## src/rtl/irq_ctrl.sv

```systemverilog
// Prioritised interrupt controller: latches, masks and nests up to N_SRC
// request lines and presents one registered request plus vector to the CPU.
module irq_ctrl #(
    parameter int N_SRC = 6
) (
    input  logic             clk,
    input  logic             reset,
    input  logic [N_SRC-1:0] src,
    input  logic [1:0]       addr,
    input  logic             we,
    input  logic [31:0]      din,
    output logic [31:0]      dout,
    output logic             irq,
    output logic [N_SRC-1:0] hwint
);

    logic [N_SRC-1:0] src_q;
    logic [N_SRC-1:0] pending_q, pending_d;
    logic [N_SRC-1:0] mask_q, mask_d;
    logic [N_SRC-1:0] mode_q, mode_d;
    logic [N_SRC-1:0] insvc_q, insvc_d;
    logic             irq_q;
    logic [N_SRC-1:0] hwint_q;

    logic [N_SRC-1:0] active;
    logic [N_SRC-1:0] edge_new;
    logic [N_SRC-1:0] clr;
    logic [N_SRC-1:0] top_oh;
    logic [N_SRC-1:0] svc_oh;
    logic [2:0]       top;
    logic [2:0]       topsvc;
    logic             req;
    logic             wr_pend, wr_mask, wr_mode, wr_ctrl;
    logic             claim, eoi;
    logic [31:0]      ctrl_rd;
    logic             unused_din;

    function automatic logic [2:0] lowest(input logic [N_SRC-1:0] v);
        logic [2:0] r;
        r = 3'd0;
        for (int i = N_SRC - 1; i >= 0; i--) begin
            if (v[i]) r = 3'(i);
        end
        return r;
    endfunction

    assign active   = pending_q & mask_q;
    assign edge_new = src & ~src_q;
    assign top      = lowest(active);
    assign topsvc   = lowest(insvc_q);
    assign top_oh   = N_SRC'(1) << top;
    assign svc_oh   = N_SRC'(1) << topsvc;

    // Only a strictly higher-priority request may preempt in-service work.
    assign req = (|active) && ((insvc_q == '0) || (top < topsvc));

    assign wr_pend = we && (addr == 2'd0);
    assign wr_mask = we && (addr == 2'd1);
    assign wr_mode = we && (addr == 2'd2);
    assign wr_ctrl = we && (addr == 2'd3);
    assign claim   = wr_ctrl && din[31] && req;
    assign eoi     = wr_ctrl && !din[31] && (insvc_q != '0);

    assign unused_din = ^din[30:N_SRC];

    always_comb begin
        mask_d  = mask_q;
        mode_d  = mode_q;
        insvc_d = insvc_q;
        clr     = '0;
        if (wr_pend) clr = din[N_SRC-1:0];
        if (wr_mask) mask_d = din[N_SRC-1:0];
        if (wr_mode) mode_d = din[N_SRC-1:0];
        if (claim) begin
            insvc_d = insvc_q | top_oh;
            clr     = clr | top_oh;
        end
        if (eoi) insvc_d = insvc_q & ~svc_oh;
        // A fresh edge overrides any clear in the same cycle.
        pending_d = (mode_q & ((pending_q & ~clr) | edge_new))
                  | (~mode_q & src);
    end

    always_ff @(posedge clk or negedge reset) begin
        if (!reset) begin
            src_q     <= '0;
            pending_q <= '0;
            mask_q    <= '0;
            mode_q    <= '0;
            insvc_q   <= '0;
            irq_q     <= 1'b0;
            hwint_q   <= '0;
        end else begin
            src_q     <= src;
            pending_q <= pending_d;
            mask_q    <= mask_d;
            mode_q    <= mode_d;
            insvc_q   <= insvc_d;
            irq_q     <= req;
            hwint_q   <= active;
        end
    end

    always_comb begin
        ctrl_rd              = '0;
        ctrl_rd[31]          = req;
        ctrl_rd[8 +: N_SRC]  = insvc_q;
        ctrl_rd[2:0]         = top;
    end

    always_comb begin
        dout = '0;
        unique case (addr)
            2'd0: dout = 32'(pending_q);
            2'd1: dout = 32'(mask_q);
            2'd2: dout = 32'(mode_q);
            2'd3: dout = ctrl_rd;
        endcase
    end

    assign irq   = irq_q;
    assign hwint = hwint_q;

endmodule

```

## config.mk

```make
export PLATFORM = sky130hd
export DESIGN_NAME = irq_ctrl
export DESIGN_NICKNAME = d
export VERILOG_FILES = /design/src/rtl/irq_ctrl.sv
export SDC_FILE = /design/constraint.sdc
export NUM_CORES = 1
export LEC_CHECK = 0
export CORE_MARGIN = 2
export CORE_UTILIZATION = 30
export CTS_CLUSTER_DIAMETER = 60
export DETAILED_ROUTE_END_ITERATION = 7
export GPL_TIMING_DRIVEN = 0
export SLEW_MARGIN = 20
export SYNTH_ARGS = -nofsm -noshare
export SYNTH_HDL_FRONTEND = slang
export SYNTH_SLANG_ARGS = --single-unit
```

## constraint.sdc

```tcl
create_clock -name clk -period 2.3 [get_ports clk]
set_input_delay 0.345 -clock clk [delete_from_list [all_inputs] [get_ports clk]]
set_output_delay 0.345 -clock clk [all_outputs]
set_load 0.03 [all_outputs]
```

# Word-level counts from Yosys, hierarchy flattened
# Cells that the tools add are included.
dict set report op_classes {
  magnitude_cmp 1
  mux 17
  eq_ne 3
  bitwise 14
  shift 2
  n_reduce_logical 16
}
# op count
set op_table {}
lappend op_table {{$pmux W32 S4} 1}
lappend op_table {{$and A6 B6 Y6} 6}
lappend op_table {{$mux W3} 12}
lappend op_table {{$mux W6} 4}
lappend op_table {{$not A6 Y6} 4}
lappend op_table {{$or A6 B6 Y6} 4}
lappend op_table {{$shl A1 B3 Y6 const A} 2}
lappend op_table {{$logic_and A1 B1 Y1} 9}
lappend op_table {{$logic_not A6 Y1} 1}
lappend op_table {{$reduce_bool A6 Y1} 1}
lappend op_table {{$reduce_or A6 Y1} 1}
lappend op_table {{$eq A2 B2 Y1 const B} 2}
lappend op_table {{$lt A3 B3 Y1} 1}
lappend op_table {{$eq A2 B1 Y1 const B} 1}
lappend op_table {{$logic_not A2 Y1} 1}
lappend op_table {{$reduce_bool A2 Y1} 1}
lappend op_table {{$logic_not A1 Y1} 1}
lappend op_table {{$logic_or A1 B1 Y1} 1}
dict set report word_totals {
  ff_bits 37
  out_inout_bits 39
  input_bits 43
}

# Longest topological paths before layout
dict set report logic_depth {
  word_depth 17
  ltp_mapped 8
}

# Worst setup path before layout
# No wires, ideal clock.
dict set report synth_path {
  path_type {register to output}
  startpoint {register pending_q[1]}
  endpoint {output port dout[31]}
  required_time_ps 1955
  t_arrival_ps 2450
  path_buffers 0
  path_stages_with_launch 8
  setup_slack_ps -495
  cell_sequence {dfrtp_1 -> a22oi_1 -> a21boi_1 -> ha_1 -> o21a_1 -> o21ai_1 -> a31oi_1 -> a211oi_1}
}
dict set report synth_via {
  elab_chain_cells 7
  elab_cells_between_ends 8
  cone_classes {1 x order compare; 3 x mux; 1 x bitwise; 3 x reduce/logical}
}
# item line
set synth_rtl {}
lappend synth_rtl {{start: declaration} 18} ;# logic [N_SRC-1:0] pending_q, pending_d;
lappend synth_rtl {{start signal: assignment} 95} ;# pending_q <= pending_d;
lappend synth_rtl {{$and A6 B6 Y6 (*)} 47} ;# assign active = pending_q & mask_q;
lappend synth_rtl {{$mux W3 (2 in a row)} 42} ;# if (v[i]) r = 3'(i);
lappend synth_rtl {{$lt A3 B3 Y1} 55} ;# assign req = (|active) && ((insvc_q == '0) || (top < topsvc));
lappend synth_rtl {{$logic_or A1 B1 Y1} 55}
lappend synth_rtl {{$logic_and A1 B1 Y1 (*)} 55}
lappend synth_rtl {{$pmux W32 S4 (*)} 113} ;# unique case (addr)
lappend synth_rtl {{end: declaration} 12} ;# output logic [31:0] dout,
# Every way passes the cells marked *; elsewhere a longest branch is shown, timed or not. The select of a mux whose other input is x is not followed.

# Worst setup path in the final report
# Ends and elaborated chain as after synthesis.

==> metrics.md <==
| Metric | Value |
|---|---|
| Storage cell area | `roughly 930 um2` |
| Outcome | `finished with violations` |
| Seq/Total Area, Yosys | `47.3%` |
| P per Cell Area | `a little over 1000 nW/um2` |
| First-pass GRT wire length | `approximately 7.6 mm` |
| Design area | `~2800 um2` |
| Post-Synth XOR/XNOR Area | `0%` |
| RSZ-0062 raised after global routing | `true` |
| Final period util | `116%` |
| Post-synthesis mux area share | `between 10% and 20%` |
| Top-area cell type share of the netlist area | `around 47%` |
| Nets | `304` |
| DIE WIDTH | `roughly 85 um` |
| Post-Synth Simple-Gate Area | `approximately 16%` |
| Arrival @ worst endpoint | `roughly 2300 ps` |
| Flops & latches, synth | `37` |
| Clock Skew | `approximately 5.5 ps` |
| CP max FO | `3` |
| Clock buffer count from CTS | `5` |
| Die area | `a little over 7000 um2` |
| CP Cell Sequence | `a22oi_2 > and3_4 > nor2b_4 > ha_4 > o21a_4 > o21ai_4 > a31oi_2 > a211oi_4 > buf_6` |
| GRT Residual Overflow | `0` |
| Most numerous cell in the Yosys netlist | `dfrtp_1` |
| CTS tree | `yes` |
| Vias per cell | `4.69` |
| Max stage delay on crit path | `410 ps` |
| Synthesized instance count | `between 150 and 200` |
| Setup TNS | `-373 ps` |
| Worst Max-Slew Pin Slew | `between 900 and 1000 ps` |
| Asr flop ratio synth | `100%` |
| GRT Total Usage | `between 10% and 20%` |
| Net Sw Power | `approximately 1100 uW` |
| Largest net degree at the start of global routing | `24` |
| Vias | `~1600` |
| Ant diodes | `0` |
| Violated checks | `negative setup slack` |
| Clock Pin Slew Worst Setup and Hold Paths | `approximately 70 ps` |
| Routed WL per cell | `~14 um` |
| Largest buffer count on any clock path | `2` |
| Post-synth top cells | `37 x dfrtp_1, 26 x nand2_1, 21 x buf_4, 12 x mux2_2, 10 x a21oi_1` |
| Mapped Area | `between 1500 and 2000 um2` |
| Combinational Power Share | `about 50%` |
| Mean post-synth cell area | `10.4 um2` |
| Min-delay worst type | `input port to register` |
| Syn. warnings | `0` |
| Setup Viol. Count Final | `1` |
| Adder-Cell Fraction of Synth Area | `under 10%` |
| Synth area leader | `dfrtp_1` |
| Share of cells above drive strength 1 | `between 30 and 40%` |
| FILL cells | `approximately 600` |
| Chip height | `between 80 and 90 um` |
| Sequential cell fraction of total power | `about a third` |
| Kind of critical path | `register to primary output` |
| Int Pwr | `1700 uW` |
| Max stage delay cell, worst path | `dfrtp_1` |
| Root buffer cell | `clkbuf_8` |
| Hpwl dp | `3.58 mm` |
| Fmax | `around 0.37 GHz` |
| Clock power frac | `between 15 and 20%` |
| Post-layout util | `between 40 and 50%` |
| Clk Latency, worst-skew pair | `approximately 300 ps` |
| EDFF count, synth | `0` |
| Main synth FF type | `dfrtp_1` |
| Hold path depth | `4` |
| DR DRC count | `0` |
| Antenna violations before repair | `0` |
| R2r worst-path depth | `9` |
| Complex-gate fraction of the synthesized area | `between 10 and 15%` |
| CTS sink cnt | `37` |
| Post-DP Area | `between 2000 and 3000 um2` |
| Worst vdd ir | `between 0.4 and 0.5 mV` |
| Count of input and output buffers | `35` |
| Final WL | `about 4.8 mm` |
| CP Launch Type | `register` |
| RePlAce Congestion | `0.815` |
| Initial drt markers | `76` |
| Worst Setup End Kind | `primary output` |
| Combinational family with the most area after synthesis | `simple AND/OR/NAND/NOR gates` |
| 1st-pass router iterations | `4` |
| Post-layout min period | `about 2700 ps` |
| Area grow syn2layout | `41.6%` |
| Setup ws final | `-373 ps` |
| Antenna-violating nets left | `0` |
| Vias in the first global route | `approximately 1500` |
| Initial Util | `between 30% and 40%` |
| Pleak | `about 0.0013 uW` |
| Multi-input gate area | `1020 um2` |
| FP Rows | `29` |
| Sw Share | `roughly two fifths` |
| Max-cap violations | `0` |
| Core area | `approximately 6300 um2` |
| H-tree depth | `2` |
| Final number of hold-violating endpoints | `0` |
| Max Slew Vio Count | `0` |
| Worst Path Required | `1960 ps` |
| Slew HR | `a little over a third` |
| Post-Place Setup Slack | `-831 ps` |
| Area contributors post-synth | `dfrtp_1 47%, buf_4 8.0%, mux2_2 6.9%` |
| Io pins | `82` |
| Netlist cell types | `41` |
[cells by family (layout without fill, tap and decap cells)]
group,Yosys count,after routing
other cells,1,19
buf+inv,28,82
fa+ha+maj,2,2
mux,18,18
flops,37,37
compound gates,39,39
simple gates,63,63
[metrics by stage]
stage / hold WS [ps] / instances / total power (uW)
2_1_floorplan: 49.4 / 206 / 1760
3_3_place_gp: 506 / 318 / 2100
3_5_place_dp: 296 / 319 / 2120
4_1_cts: 434 / 335 / 2730
5_1_grt: 480 / 337 / 2970
6_report: 435 / 337 / 2820
[worst max-delay path: cells and delay by family, from the launching register on]
family / cells / cell delay [ps]
flops: 1 / 410
fa+ha+maj: 1 / 210
simple gates: 2 / 390
buf+inv: 1 / 170
compound gates: 5 / 840
[registers in the layout, indices dropped and copies added, names as in the netlist]
| signal | cells |
|---|---|
| src_q | 6 |
| irq | 1 |
| hwint | 6 |
| mask_q | 6 |
| mode_q | 6 |
| pending_q | 6 |
| insvc_q | 6 |
[power groups by stage]
stage / logic (uW) / registers [uW] / clock network [uW]
floorplan: 812 / 951 / 0
finish: 1400 / 914 / 506
detailed placement: 1200 / 922 / 0
global route: 1500 / 936 / 540
CTS: 1310 / 909 / 513
global placement: 1180 / 922 / 0
[layout make-up]
cell class | count | share of cell area [%]
multi-input combinational | 141 | 36.6
timing repair buffer | 47 | 16.3
inverter | 5 | 0.677
clock inverter | 1 | 0.180
buffer | 22 | 5.86
clock buffer | 7 | 3.47
sequential | 37 | 33.4
tap | 77 | 3.47
[cells in the final DEF, fill, tap and decap left out, types with 2 or more instances in the layout]
cell type | Yosys | final
mux2i_1 | 3 | 3
clkdlybuf4s50_1 | 0 | 30
nand4_1 | 3 | 3
dfrtp_1 | 37 | 37
nor2b_1 | 4 | 3
nand3_1 | 2 | 2
mux2_2 | 12 | 12
buf_4 | 21 | 32
o21ai_0 | 6 | 6
a22o_1 | 5 | 5
and2_1 | 3 | 2
buf_6 | 0 | 2
nand2_1 | 26 | 24
mux4_2 | 3 | 3
inv_1 | 5 | 5
a21oi_1 | 10 | 10
a31oi_1 | 3 | 2
and3_1 | 7 | 6
conb_1 | 1 | 19
nor2_1 | 9 | 8
clkbuf_8 | 0 | 7
clkbuf_2 | 0 | 2
[timing repair]
action,CTS,global route
hold buffers,1,0
gates cloned,0,0
setup buffers,8,2
setup endpoints to repair,8,5
hold endpoints to repair,14,0
pin swaps,6,3
resized for setup,25,8
[worst paths after layout]
check	slack, ps	to	start
hold reg to reg	520	mask_q[4]	mask_q[4]
max in group asynchronous	1350	hwint[5]	reset
hold / removal	430	insvc_q[1]	addr[1]
setup reg to reg	110	pending_q[1]	pending_q[1]
setup / recovery	-370	dout[31]	pending_q[1]
min in group asynchronous	510	insvc_q[1]	reset
[per-layer routing]
layer  up-vias  GRT usage (%)  part of all wire (%)
met3         8           3.79                   6.4
li1        774              -                     -
met2        46           22.3                    47
met1       751           17.8                    45
met5         -              0                     0
met4         0           5.19                   1.6
Note: power is estimated with default switching activity, not from simulation.
